<file path="config.mk">
export PLATFORM = sky130hd
export DESIGN_NAME = fetch_insn_queue
export DESIGN_NICKNAME = d
export VERILOG_FILES = /design/src/rtl/fetch_pkg.sv /design/src/rtl/fetch_iq_storage.sv /design/src/rtl/fetch_insn_queue.sv
export SDC_FILE = /design/constraint.sdc
export NUM_CORES = 1
export LEC_CHECK = 0
export BUFFER_PORTS_ARGS = -buffer_cell sky130_fd_sc_hd__buf_4
export CELL_PAD_IN_SITES_DETAIL_PLACEMENT = 0
export CELL_PAD_IN_SITES_GLOBAL_PLACEMENT = 1
export CORE_MARGIN = 1
export CORE_UTILIZATION = 39
export DETAILED_ROUTE_END_ITERATION = 10
export PLACE_DENSITY = 0.75
export SLEW_MARGIN = 20
export SYNTH_ARGS = -nofsm -noshare
export SYNTH_HDL_FRONTEND = slang
export SYNTH_SLANG_ARGS = --single-unit
</file>
<file path="constraint.sdc">
create_clock -name i_clk -period 5 [get_ports i_clk]
set_input_delay 0.25 -clock i_clk [delete_from_list [all_inputs] [get_ports i_clk]]
set_output_delay 0.25 -clock i_clk [all_outputs]
set_load 0.03 [all_outputs]
</file>
<file path="src/rtl/fetch_pkg.sv">
// Shared types and constants for the fetch-side instruction queue.
// Holds the canonical NOP, the queue entry layout and a pointer-width helper.
package fetch_pkg;

    localparam logic [31:0] NOP_INSN = 32'h0000_0013;

    typedef struct packed {
        logic [31:0] pc;
        logic [31:0] insn;
    } iq_entry_t;

    function automatic int ptr_w(input int depth);
        return (depth > 1) ? $clog2(depth) : 1;
    endfunction

endpackage

</file>
<file path="src/rtl/fetch_iq_storage.sv">
// Entry array for the fetch instruction queue: one write port, one async read.
// No reset; occupancy is tracked by the owner of the pointers.
module fetch_iq_storage
    import fetch_pkg::*;
#(
    parameter int DEPTH = 2,
    parameter int AW    = 1
) (
    input  logic            i_clk,
    input  logic            i_we,
    input  logic [AW-1:0]   i_waddr,
    input  iq_entry_t       i_wdata,
    input  logic [AW-1:0]   i_raddr,
    output iq_entry_t       o_rdata
);

    iq_entry_t r_mem [DEPTH];

    always_ff @(posedge i_clk) begin
        if (i_we) begin
            r_mem[i_waddr] <= i_wdata;
        end
    end

    assign o_rdata = r_mem[i_raddr];

endmodule

</file>
<file path="src/rtl/fetch_insn_queue.sv">
// Fetch-to-decode instruction queue with flush and NOP-when-empty output.
// Define FETCH_IQ_BYPASS_EN for a zero-latency path through an empty queue.
module fetch_insn_queue #(
    parameter int          DEPTH    = 2,
    parameter logic [31:0] NOP_INSN = fetch_pkg::NOP_INSN
) (
    input  logic                       i_clk,
    input  logic                       i_rst,
    input  logic                       i_flush,
    input  logic                       i_valid,
    input  logic [31:0]                i_pc,
    input  logic [31:0]                i_insn,
    output logic                       o_ready,
    output logic                       o_valid,
    output logic [31:0]                o_pc,
    output logic [31:0]                o_insn,
    input  logic                       i_ready,
    output logic [$clog2(DEPTH):0]     o_count
);

    import fetch_pkg::*;

    localparam int PW = ptr_w(DEPTH);
    localparam int CW = $clog2(DEPTH) + 1;

    logic [PW-1:0] r_wr_ptr;
    logic [PW-1:0] r_rd_ptr;
    logic [CW-1:0] r_count;

    logic      w_empty;
    logic      w_full;
    logic      w_push;
    logic      w_pop;
    logic      w_byp;
    iq_entry_t w_wdata;
    iq_entry_t w_head;

    assign w_empty = (r_count == '0);
    assign w_full  = (r_count == CW'(DEPTH));
    assign o_ready = ~w_full;
    assign o_count = r_count;

    assign w_wdata.pc   = i_pc;
    assign w_wdata.insn = i_insn;

`ifdef FETCH_IQ_BYPASS_EN
    assign w_byp = w_empty & i_valid & ~i_flush;
`else
    assign w_byp = 1'b0;
`endif

    // A bypassed instruction taken by decode this cycle is never stored.
    assign w_push = i_valid & o_ready & ~i_flush & ~(w_byp & i_ready);
    assign w_pop  = ~w_empty & i_ready & ~i_flush;

    always_comb begin
        o_valid = 1'b0;
        o_pc    = 32'h0;
        o_insn  = NOP_INSN;
        if (!w_empty) begin
            o_valid = 1'b1;
            o_pc    = w_head.pc;
            o_insn  = w_head.insn;
        end else if (w_byp) begin
            o_valid = 1'b1;
            o_pc    = i_pc;
            o_insn  = i_insn;
        end
    end

    always_ff @(posedge i_clk) begin
        if (i_rst || i_flush) begin
            r_wr_ptr <= '0;
            r_rd_ptr <= '0;
            r_count  <= '0;
        end else begin
            if (w_push) begin
                r_wr_ptr <= r_wr_ptr + PW'(1);
            end
            if (w_pop) begin
                r_rd_ptr <= r_rd_ptr + PW'(1);
            end
            r_count <= r_count + CW'(w_push) - CW'(w_pop);
        end
    end

    fetch_iq_storage #(
        .DEPTH (DEPTH),
        .AW    (PW)
    ) u_storage (
        .i_clk   (i_clk),
        .i_we    (w_push),
        .i_waddr (r_wr_ptr),
        .i_wdata (w_wdata),
        .i_raddr (r_rd_ptr),
        .o_rdata (w_head)
    );

endmodule

</file>
==> results of run 1 <==
## synth_stat cells, drive strengths merged
cell | n | area share
or3 | 1 | 0.0012
ha | 2 | 0.0049
inv | 2 | 0.0015
o21ai | 1 | 0.0017
and2 | 2 | 0.0024
nor3b | 1 | 0.0024
buf | 14 | 0.023
mux2i | 65 | 0.13
nand2b | 1 | 0.0017
nand2 | 5 | 0.0042
nor3 | 3 | 0.0029
dfxtp | 5 | 0.020
or2 | 1 | 0.0012
edfxtp | 128 | 0.75
xor2 | 1 | 0.0017
nor2 | 64 | 0.048
xnor2 | 2 | 0.0034
## final cells by class
class | instances | area (um2) | share of cell area
Sequential cell | 133 | 3950 | 0.574
Timing Repair Buffer | 141 | 1100 | 0.160
Multi-Input combinational cell | 149 | 1060 | 0.154
Clock buffer | 20 | 437 | 0.0635
Tap cell | 172 | 215 | 0.0313
Clock inverter | 11 | 111 | 0.0162
Inverter | 2 | 7.51 | 0.00109
## per-layer routing
metal  wire [um]  up-vias  share of wire
met5           0        -              0
met4          78        0         0.0083
met3         547        8          0.059
met2        4530       95           0.48
met1        4190     1332           0.45
li1            -     1389              -
## cell families after synthesis
group | count (synthesis)
buffers and inverters | 16
XOR/XNOR | 3
multiplexers | 65
flip-flops | 133
adder cells (fa/ha/maj) | 2
AO/OA/AOI/OAI | 1
AND/OR/NAND/NOR | 78
## sequential cells by signal (all words and copies together), names as in the netlist, named ones only
| name | count |
|---|---|
| o_count | 2 |
| u_storage.r_mem | 128 |
| r_rd_ptr | 1 |
| r_wr_ptr | 1 |
## worst min path at each step
stage | endpoint | slack (ps) | depth (start not counted)
after global placement | u_storage.r_mem[1][11] | 440 | 1
after detailed placement | u_storage.r_mem[1][18] | 440 | 1
after floorplan | flop | 330 | 1
after global routing | u_storage.r_mem[0][11] | 10 | 1
final | flop | 30 | 2
after CTS | u_storage.r_mem[0][4] | 10 | 1
## power by group
| group | internal (W) | switching [W] | total, W |
|---|---|---|---|
| sequential | 0.00126 | 0.0000102 | 0.00127 |
| clock | 0.000723 | 0.000417 | 0.00114 |
| combinational | 0.0000774 | 0.000101 | 0.000178 |
## per-stage QoR
stage          total power (W)  worst slack, ps
4_1_cts                0.00262             2510
2_1_floorplan          0.00138              981
6_report               0.00259             2590
3_5_place_dp           0.00147             2620
3_3_place_gp           0.00147             2700
5_1_grt                0.00268             2380
==> results, run 1 <==
- After layout, the minimum clock period comes to 2410 ps.
- The per-cell via count in the routed design is 4.50.
- 137 I/O pins were placed.
- For this run, the number of Yosys warnings is 0.
- The maximum count of clock buffers along a single path is 2.
- The total routing usage reported by global routing is 0.143.
- Power spread over the standard cell area amounts to 376 nW/um2.
- The number of global-route vias before repair came to 2,882.
- The critical path runs through a total of 5 cells.
- The post-synthesis register bit count is 133.
- Walking the worst path, the cells encountered are nor2_4 > buf_4 > inv_1 > nand2_1 > buf_4.
- Clock skew on the completed layout was measured at 9.85 ps.
- The slew of the pin with the lowest slew margin is 1010 ps.
- The largest single stage delay on the critical path is 500 ps.
- Setup total negative slack on the finished layout was measured at 0 ps.
- The reg2reg setup slack is 2760 ps.
- The run finished with clean final reports.
- For this run, global-route usage on met2 was measured as 0.221.
- The endpoint class of the critical path is a primary output.
- The first global-routing pass estimated 14.2 mm of wire.
- Counting the fill cells in the layout gives 1,120.
- The detailed-route via count is 2,824.
- The path class of the tightest hold or removal check is input port to flop.
- The post-CTS setup buffer count is 0.
- The normalized max-slew margin is 0.327.
- Dividing the detail-routed wire length by the instance count gives 14.9 um.
- In this run the critical register-to-register path is captured at u_storage.r_mem[0][49].
- Measured along the x axis, the die boundary spans 116 um.
- Derived from the worst setup path, the maximum achievable clock frequency is 0.415 GHz.
- The count of final hold-check violations is 0.
- The endpoint required time on the critical path is 4750 ps.
- The type of the worst setup path is flop to primary output.
- After floorplanning, the core was divided into 41 placement rows.
- Once placement finished, the instance area stood at 6300 um2.
- The kind of cell with the highest combined delay along the critical path is buffers and inverters.
- The number of DRC violations after detailed routing is 0.
- The final cell utilization of the core is 0.541.
- The share of the synthesized netlist area taken by xor and xnor gates is 0.00514.
- The initial utilization of the core area, before any placement, comes to 0.402.
- The post-cts sizing count is 0.
- The fraction of the cycle the final worst path needs is 0.482.
- A synthesized cell averages 17.2 um2.
- The fraction of the mapped netlist area in compound gates was 0.00171.
- The final layout contains routed wiring with a total length of 9.34 mm.
- The number of nets in the synthesized netlist is 369.
- The sequential fraction of the synthesis area is 0.771.
- For this design the static power due to leakage is 2.50 nW.
- Port buffering added 136 buffers.
- The number of H-tree levels is 4.
- In this run the worst setup path terminates at o_insn[0].
- At the end of routability-driven placement, the weighted congestion stood at 0.712.
- The count of pins over their slew limit is 0.
- The number of setup violations in the final report is 0.
- The library cell used most frequently in the layout, excluding fill and tap cells, is sky130_fd_sc_hd__buf_4.
- The tool flagged a number of max-cap violations equal to 0.
- The total grt overflow is 0.
- In this run, the number of DRC markers left after iteration 0 of detailed routing was 119.
- After clock tree synthesis, the clock-pin slew on the worst setup and hold paths is 60 ps.
- After detailed placement, the design holds a cell count of 595.
- The clock tree from TritonCTS is yes.
- The most common cell type on the critical path is sky130_fd_sc_hd__buf_4.
- Hold timing on the final database bottoms out at a slack of 34.4 ps.
- The count of buffer and inverter cells on the critical path is 3.
- The basic-gate share of the synthesized area counting and, or, nand and nor cells is 0.0646.
- The worst register-to-register path begins at o_count[0].
- For this design, the sink count on the clock tree is 133.
- The worst setup path is launched from a flop.
- In the layout the commonest cells are 137 x sky130_fd_sc_hd__buf_4, 128 x sky130_fd_sc_hd__edfxtp_1, 65 x sky130_fd_sc_hd__mux2i_1.
- The number of distinct library cells after synthesis is 20.
- The multiplexer share of the synthesized area is 0.127.
- The startpoint identified for the worst hold timing path is i_rst.
- The antenna diode instance count is 0.
- For the worst setup path, the data arrival time is 2160 ps.
- For this run, global-route usage on met1 was measured as 0.187.
- Entering global routing, the biggest net connects 65 pins.
- With fillers left out, the area of the finished cells amounts to 6880 um2.
- The worst-case IR drop observed on VDD is 0.155 mV.
- The number of hold buffers added after cts is 0.
- The beginning of the critical path is o_count[1].
- In this run the most used layer during global routing was met2.
- Once detailed placement completed, the half-perimeter wirelength came to 5.94 mm.
- At the later pin of the worst-skew pair, clock insertion delay measures 400 ps.
- The growth of design area from synthesis to finish is 34.5%.
- Along the worst path, the maximum fanout reaches 43.
- The initial antenna violation count was 0.
- In this run the standard cell core region covers 12,700 um2.
- The first TritonRoute pass finished after 4 iterations.
- Synthesis produced 298 cells.
- Clock tree synthesis selected as its root buffer the cell sky130_fd_sc_hd__clkbuf_16.
- The arithmetic-cell share of the synthesized area counting full adders, half adders and majority gates is 0.00489.
- The area enclosed by the die boundary is 13,600 um2.
- The number of nets at the end of the flow is 515.
- The main combinational cell family by area after synthesis is multiplexers.
- The total CTS buffers is 17.
- In the final layout, the share of cells above drive strength 1 is 0.382.
- Measured in cells, the most critical reg-to-reg path has a length of 4.
- Setup repair after global routing left no endpoint under its margin.
- For met3 alone, demand over resource in global routing was 0.0519.
- The area of the mapped netlist is 5110 um2.
- The detail route stage leaves a number of antenna-violating nets equal to 0.
- The die extent in y is 116 um.
- The slowest stage cell on the critical path is sky130_fd_sc_hd__buf_4.
- Once layout is complete, the cells apart from fillers number 628.
No activity file was read; power rests on OpenSTA's default activity.
==> run 2, diff against run 1 <==
--- a/config.mk
+++ b/config.mk
@@ -9,9 +9,9 @@
 export CELL_PAD_IN_SITES_DETAIL_PLACEMENT = 0
 export CELL_PAD_IN_SITES_GLOBAL_PLACEMENT = 1
 export CORE_MARGIN = 1
-export CORE_UTILIZATION = 39
+export CORE_UTILIZATION = 43
 export DETAILED_ROUTE_END_ITERATION = 10
-export PLACE_DENSITY = 0.75
+export PLACE_DENSITY = 0.78
 export SLEW_MARGIN = 20
 export SYNTH_ARGS = -nofsm -noshare
 export SYNTH_HDL_FRONTEND = slang
==> constraint.sdc (replaced) <==
create_clock -name i_clk -period 2.49 [get_ports i_clk]
set_input_delay 0.1245 -clock i_clk [delete_from_list [all_inputs] [get_ports i_clk]]
set_output_delay 0.1245 -clock i_clk [all_outputs]
set_load 0.03 [all_outputs]
==> results, run 2 (synthesis results as in run 1) <==
- Headroom to the max-slew limit came out at 0.542.
- The clock period minus worst slack is 2010 ps.
- The worst hold slack is 54.2 ps.
- The number of setup violations in the final report is 0.
- Dividing the final minimum period by the clock period gives 0.808.
- The number of clock buffers added by TritonCTS is 17.
- The master cell of the clock root buffer is sky130_fd_sc_hd__clkbuf_16.
- The number of H-tree levels is 4.
- The maximum count of clock buffers along a single path is 2.
- The tool flagged a number of max-cap violations equal to 0.
- In the layout the commonest cells are 142 x sky130_fd_sc_hd__buf_4, 128 x sky130_fd_sc_hd__edfxtp_1, 67 x sky130_fd_sc_hd__dlygate4sd3_1.
- During I/O placement, the number of pins put on the boundary was 137.
- The initial core utilization is 0.444.
- The count of cells in the finished layout, fillers not included, comes to 670.
- The top register by number of flip-flops is u_storage.r_mem.
- Input and output buffers added on the ports amount to 136.
- The maximum number of pins on one net before global-route repair is 43.
- From left edge to right edge, the die measures 111 um.
- The least setup slack across all paths after layout is 479 ps.
- For this design the static power due to leakage is 2.80 nW.
- The clock latency on the worst-skew pair is 400 ps.
- Setup repair after global routing left no endpoint under its margin.
- The final reports fail on design-rule violations.
- The number of clock sinks is 133.
- For this block, the routed nets add up to 9.90 mm of wire.
- The first global-routing pass estimated 15.9 mm of wire.
- For this run, the post-layout net count is 585.
- The beginning of the critical path is o_count[1].
- The weighted congestion reported at the end of routability-driven placement is 0.693.
- In this run the most critical hold path is launched from i_valid.
- The starting DRC count in detailed routing is 179.
- The clock arrives with 8.06 ps of skew.
- The total chip power is 0.00526 W.
- At the end of the flow the core is filled with cells to 0.654.
- The worst min-delay path category is input port to flop.
- The per-cell via count in the routed design is 4.69.
- For this run, design rule violations remaining after detail routing come to 16.
- In this run, post-CTS repair resized a total of 0 instances.
- The top achievable clock speed is 0.497 GHz.
- Along the worst path, the maximum fanout reaches 30.
- The number of setup buffers added after CTS is 0.
- The count of final hold-check violations is 0.
- The clock tree from TritonCTS is yes.
- The number of core rows is 39.
- The total routing usage reported by global routing is 0.171.
- The data arrival time of the critical path is 1890 ps.
- The number of detailed-route iterations in the first pass is 7.
- The run finished, with violations left.
- The number of global-route vias before repair is 3,303.
- The total overflow left after global routing is 0.
- The antenna diode instance count is 0.
- The initial antenna violation count is 0.
- The die extent in y is 111 um.
- VDD sags by at most 0.533 mV.
- At the worst endpoint, the required time is 2370 ps.
- The startpoint of the worst register-to-register path is o_count[0].
- Compared with the post-synthesis result, the final layout area differs by 47.3%.
- For the pin with the worst max-slew slack, the measured transition is 685 ps.
- Of the cells placed in the final design, the portion with a size suffix greater than 1 is 0.343.
- The endpoint class of the critical path is a primary output.
- The area of the core is 11,500 um2.
- The CTS clock-pin slew for the worst setup and hold paths is 50 ps.
- Prior to clock tree synthesis, the placed netlist has a worst setup slack of 655 ps.
- The detail route stage leaves a number of antenna-violating nets equal to 0.
- The final-layout fill cell count is 845.
- The floorplan step defined a die boundary enclosing 12,300 um2.
- After detailed placement, the design holds a cell count of 571.
- The register with the most flip-flops in the layout has 128 of them.
- The detailed-route via count is 3,144.
- The critical path is of the flop to primary output type.
- The critical path startpoint category is a flop.
- The count of pins over their slew limit came to 0.
- Dividing the detail-routed wire length by the instance count gives 14.8 um.
- For this design the ratio of total power to cell area is 698 nW/um2.
- After legalization and detailed placement, the total HPWL measured 6.00 mm.
- The library cell used most frequently in the layout, excluding fill and tap cells, is sky130_fd_sc_hd__buf_4.
## run 2: cell count changes in the layout (fill, tap and decap cells not counted), moves of 2 or more
cell | before | now
sky130_fd_sc_hd__dlygate4sd3_1 | 0 | 67
sky130_fd_sc_hd__buf_4 | 137 | 142
sky130_fd_sc_hd__clkbuf_8 | 0 | 2
sky130_fd_sc_hd__clkinv_1 | 2 | 0
sky130_fd_sc_hd__dfxtp_1 | 4 | 2
## run 2: worst max-delay path: stages, from the launching register on
cell,delay [ps]
sky130_fd_sc_hd__dfxtp_2,370
sky130_fd_sc_hd__nor2_4,560
sky130_fd_sc_hd__buf_12,260
sky130_fd_sc_hd__nor2_1,80
sky130_fd_sc_hd__buf_4,170
## run 2: cell type report
class,count,area [um2],share of cell area
Sequential cell,133,3950,0.525
Timing Repair Buffer,211,1780,0.236
Multi-Input combinational cell,149,1070,0.142
Clock buffer,23,468,0.0621
Tap cell,143,179,0.0238
Clock inverter,9,78.8,0.0105
Inverter,2,7.51,0.000997
## run 2: worst paths after layout
path | cells past startpoint | slack (ps) | endpoint
max | 4 | 480 | o_pc[6]
min reg2reg | 2 | 530 | r_wr_ptr
min | 3 | 50 | r_wr_ptr
max reg2reg | 9 | 650 | o_count[1]
## run 2: report_power, final
group,switching [W],internal [W]
combinational,0.000225,0.000225
clock,0.000842,0.00142
sequential,0.0000182,0.00253
## run 2: metrics by stage
step           cell area [um2]  TNS (ps)
2_1_floorplan             5140    -34510
3_3_place_gp              6310         0
3_5_place_dp              6310         0
4_1_cts                   7530         0
5_1_grt                   7530         0
6_report                  7530         0
## run 2: what timing repair did
| action | CTS | global route |
|---|---|---|
| setup endpoints to repair | 0 | 0 |
| hold endpoints to repair | 131 | 0 |
| hold buffers | 67 | 0 |
## run 2: routing by layer
metal,up-vias,track usage,share of wire
met5,-,0,0
met4,0,0.0865,0.021
met3,17,0.0372,0.043
met2,98,0.311,0.54
met1,1498,0.189,0.40
li1,1531,-,-
==> run 3, diff against run 2 <==
--- a/config.mk
+++ b/config.mk
@@ -5,13 +5,14 @@
 export SDC_FILE = /design/constraint.sdc
 export NUM_CORES = 1
 export LEC_CHECK = 0
+export ABC_AREA = 1
 export BUFFER_PORTS_ARGS = -buffer_cell sky130_fd_sc_hd__buf_4
 export CELL_PAD_IN_SITES_DETAIL_PLACEMENT = 0
 export CELL_PAD_IN_SITES_GLOBAL_PLACEMENT = 1
 export CORE_MARGIN = 1
-export CORE_UTILIZATION = 43
+export CORE_UTILIZATION = 37
 export DETAILED_ROUTE_END_ITERATION = 10
-export PLACE_DENSITY = 0.78
+export PLACE_DENSITY = 0.74
 export SLEW_MARGIN = 20
 export SYNTH_ARGS = -nofsm -noshare
 export SYNTH_HDL_FRONTEND = slang
==> constraint.sdc (replaced) <==
create_clock -name i_clk -period 1.7 [get_ports i_clk]
set_input_delay 0.085 -clock i_clk [delete_from_list [all_inputs] [get_ports i_clk]]
set_output_delay 0.085 -clock i_clk [all_outputs]
set_load 0.03 [all_outputs]
==> results, run 3 <==
- The flow ran to the end, and the final reports show no timing, DRC or antenna violations.
- The placed standard-cell area is 6360 um2.
- For this run, asynchronously set or reset flops after synthesis account for 0.
- Final hold analysis gives a worst-case slack of 95.0 ps.
- The worst setup path is launched from a flop.
- The family of cells with the greatest summed delay on the critical path is buffers and inverters.
- The longest individual stage delay on the worst path is 380 ps.
- For this run, the number of standard cells in the final layout without fillers is 783.
- Setup violations remaining at the end of the flow were counted as 0.
- The count of final hold-check violations is 0.
- Measured along the x axis, the die boundary spans 120 um.
- Traced cell by cell, the critical path runs through inv_4 > buf_12 > nand2_1 > a21oi_1 > buf_4.
- The maximum count of clock buffers along a single path is 2.
- In the routed design, unresolved DRC markers number 0.
- Before antenna repair, the detailed router went through 4 iterations.
- The area of the mapped netlist is 5110 um2.
- sky130_fd_sc_hd__edfxtp_1 takes more of the synthesized area than any other cell.
- The post-synthesis net count is 453.
- The count of pins over their slew limit is 0.
- The per-cell via count in the routed design is 4.60.
- The routed design could run at a clock period as short as 1630 ps.
- After detailed routing, the total wire length is 11.6 mm.
- The top achievable clock speed is 0.615 GHz.
- The post-CTS setup buffer count is 0.
- The commonest cells after synthesis are 137 x sky130_fd_sc_hd__nand2_1, 128 x sky130_fd_sc_hd__edfxtp_1, 63 x sky130_fd_sc_hd__a21oi_1, 9 x sky130_fd_sc_hd__inv_1, 9 x sky130_fd_sc_hd__nor2_1.
- The HPWL after detailed placement is 6.52 mm.
- The tree is rooted in a sky130_fd_sc_hd__clkbuf_16.
- In this run the standard cell core region covers 13,300 um2.
- The count of cells along the worst register-to-register path is 9.
- More flip-flops sit in one register than any other, and that register is u_storage.r_mem.
- The predominant post-synthesis flop cell is sky130_fd_sc_hd__edfxtp_1.
- The die covers 14,300 um2.
- Setup repair after global routing left no endpoint under its margin.
- The endpoint class of the critical path is a primary output.
- The maximum net fanout on the critical path is 20.
- The fraction of the cycle the final worst path needs is 0.957.
- The first global-routing pass estimated 17.4 mm of wire.
- For this block, the initial DRC count from the detailed router was 165.
- The synthesized design contains 133 register bits.
- In this run the core area contains 42 standard-cell rows.
- Counting both buffers and inverters, the worst setup path holds a total of 3.
- The slew of the pin with the lowest slew margin is 336 ps.
- The total power per unit cell area is 981 nW/um2.
- The weighted congestion reported at the end of routability-driven placement is 0.754.
- The mean instance size in the synthesized netlist is 13.4 um2.
- The number of nets at the end of the flow is 667.
- The sequential fraction of the synthesis area is 0.772.
- The count of buffers inserted at the top-level ports is 136.
- After detailed routing, the average wire length per cell comes to 14.8 um.
- The cell depth of the worst min-delay path is 6.
- The reg2reg setup slack is 150 ps.
- The cell area after layout is 7670 um2.
- TritonCTS created 17 clock buffers.
- Of the cells placed in the final design, the portion with a size suffix greater than 1 is 0.311.
- The top cell types in the final layout, fill and taps aside, are 137 x sky130_fd_sc_hd__buf_4, 135 x sky130_fd_sc_hd__nand2_1, 128 x sky130_fd_sc_hd__edfxtp_1.
- The initial core utilization is 0.383.
- The clock arrives with 8.66 ps of skew.
- The normalized max-slew margin is 0.776.
- The most common cell after layout, fill and taps aside is sky130_fd_sc_hd__buf_4.
- The total of warnings raised by yosys is 0.
- The number of clock sinks is 133.
- The number of global-route vias before repair was 3,668.
- Including well taps, the total number of placed cells is 684.
- The antenna diode instance count is 0.
- The clock latency on the worst-skew pair is 410 ps.
- The die extent in y is 120 um.
- The final route contains 3,605 vias.
- In this run the worst hold path is classified as input port to flop.
- The number of max-cap violations is 0.
- The initial antenna violation count is 0.
- The maximum VDD drop is 0.606 mV.
- The critical path ends at o_insn[22].
- In the post-synthesis netlist, the biggest area contributors are sky130_fd_sc_hd__edfxtp_1 75%, sky130_fd_sc_hd__nand2_1 10%, sky130_fd_sc_hd__a21oi_1 6.2%.
- TritonCTS built the clock tree.
- The number of enable flip-flop cells after synthesis is 128.
- The number of nets still failing antenna checks after routing is 0.
- Counting buffers and inverters, the worst setup path is 5 cells deep.
- Entering global routing, the biggest net connects 62 pins.
- The number of cells produced by synthesis is 382.
- The data arrival time of the critical path is 1540 ps.
- The type of the worst setup path is flop to primary output.
- The number of flip-flops in the largest register is 128.
- The most repeated cell in the gate-level netlist after synthesis is sky130_fd_sc_hd__nand2_1.
- The slowest stage cell on the critical path is sky130_fd_sc_hd__dfxtp_4.
- The startpoint of the worst register-to-register path is o_count[0].
- The analysis attributes to cell leakage a power of 3.01 nW.
- Of the post-synthesis cell area, the dominant cell type holds 0.752.
- The I/O pin count is 137.
- In the global route stage, overall resource usage came out at 0.162.
- The total grt overflow is 0.
- The end of the worst register-to-register path is o_count[1].
- The growth of design area from synthesis to finish is 50.0%.
- The number of distinct library cells after synthesis is 15.
- STA puts the critical path data required time at 1620 ps.
- The CTS clock-pin slew for the worst setup and hold paths is 50 ps.
- The number of H-tree levels is 4.
==> run 3: changes by cell type after synthesis, moves of 2 or more <==
cell,delta
sky130_fd_sc_hd__and2_1,-2
sky130_fd_sc_hd__mux2i_1,-65
sky130_fd_sc_hd__inv_1,+7
sky130_fd_sc_hd__buf_6,-4
sky130_fd_sc_hd__clkbuf_8,+6
sky130_fd_sc_hd__a21oi_1,+63
sky130_fd_sc_hd__nor3_1,-3
sky130_fd_sc_hd__nor2_1,-54
sky130_fd_sc_hd__xnor2_1,-2
sky130_fd_sc_hd__nand3_1,+6
sky130_fd_sc_hd__nand2_1,+133
sky130_fd_sc_hd__buf_4,+3
==> run 3: layout make-up <==
| cell class | count | area (um2) |
|---|---|---|
| Fill cell | 1114 | 5680 |
| Clock inverter | 10 | 66.3 |
| Sequential cell | 133 | 3960 |
| Multi-Input combinational cell | 220 | 1020 |
| Timing Repair Buffer | 214 | 1920 |
| Tap cell | 176 | 220 |
| Inverter | 10 | 46.3 |
| Clock buffer | 20 | 437 |
==> run 3: logic make-up after synthesis <==
kind of cell	synth area share
buf+inv	0.0426
fa+ha+maj	0.00490
simple gates	0.119
flops	0.772
compound gates	0.0617
==> run 3: worst min-delay path by stage <==
stage                       start          to  slack, ps
final                     i_ready    r_rd_ptr        100
after global placement      i_rst  o_count[0]        250
after floorplan           i_flush  o_count[0]        150
after CTS                 i_ready    r_rd_ptr         70
after detailed placement    i_rst  o_count[0]        250
after global routing      i_ready    r_rd_ptr        120
==> run 3: timing repair <==
action | CTS | global route
hold buffers | 66 | 0
gates resized for setup | 2 | 15
pin swaps | 1 | 0
hold endpoints to repair | 133 | 0
cloned | 0 | 3
endpoints found under the setup margin | 9 | 17
==> run 3: through the flow <==
stage	setup slack, ps	setup TNS, ps	total power, W	utilization
floorplan	-338	-39400	0.00404	-
global placement	194	0	0.00430	0.477
detailed placement	157	0	0.00431	0.477
CTS	4.81	0	0.00758	0.565
global route	1.02	0	0.00778	0.574
finish	73.8	0	0.00752	0.574
==> run 3: tightest hold or removal path, stage by stage <==
cell                      delay (ps)
sky130_fd_sc_hd__buf_4           110
sky130_fd_sc_hd__inv_1            40
sky130_fd_sc_hd__nor2_1           40
sky130_fd_sc_hd__nand3_1          60
sky130_fd_sc_hd__nand2_1          60
sky130_fd_sc_hd__nor2_1           70
==> run 3: power breakdown <==
group | switching, W | total (W) | internal, W | leakage, nW
registers | 0.0000238 | 0.00372 | 0.00370 | 1.22
clock network | 0.00119 | 0.00313 | 0.00194 | 0.246
logic | 0.000339 | 0.000666 | 0.000327 | 1.55
==> run 3: layer usage <==
metal  routed length (um)  up-vias  track usage
met1                 4790     1720        0.180
met2                 6070      104        0.290
met4                  206        0       0.0797
li1                     -     1766            -
met5                    0        -            0
met3                  518       15       0.0380
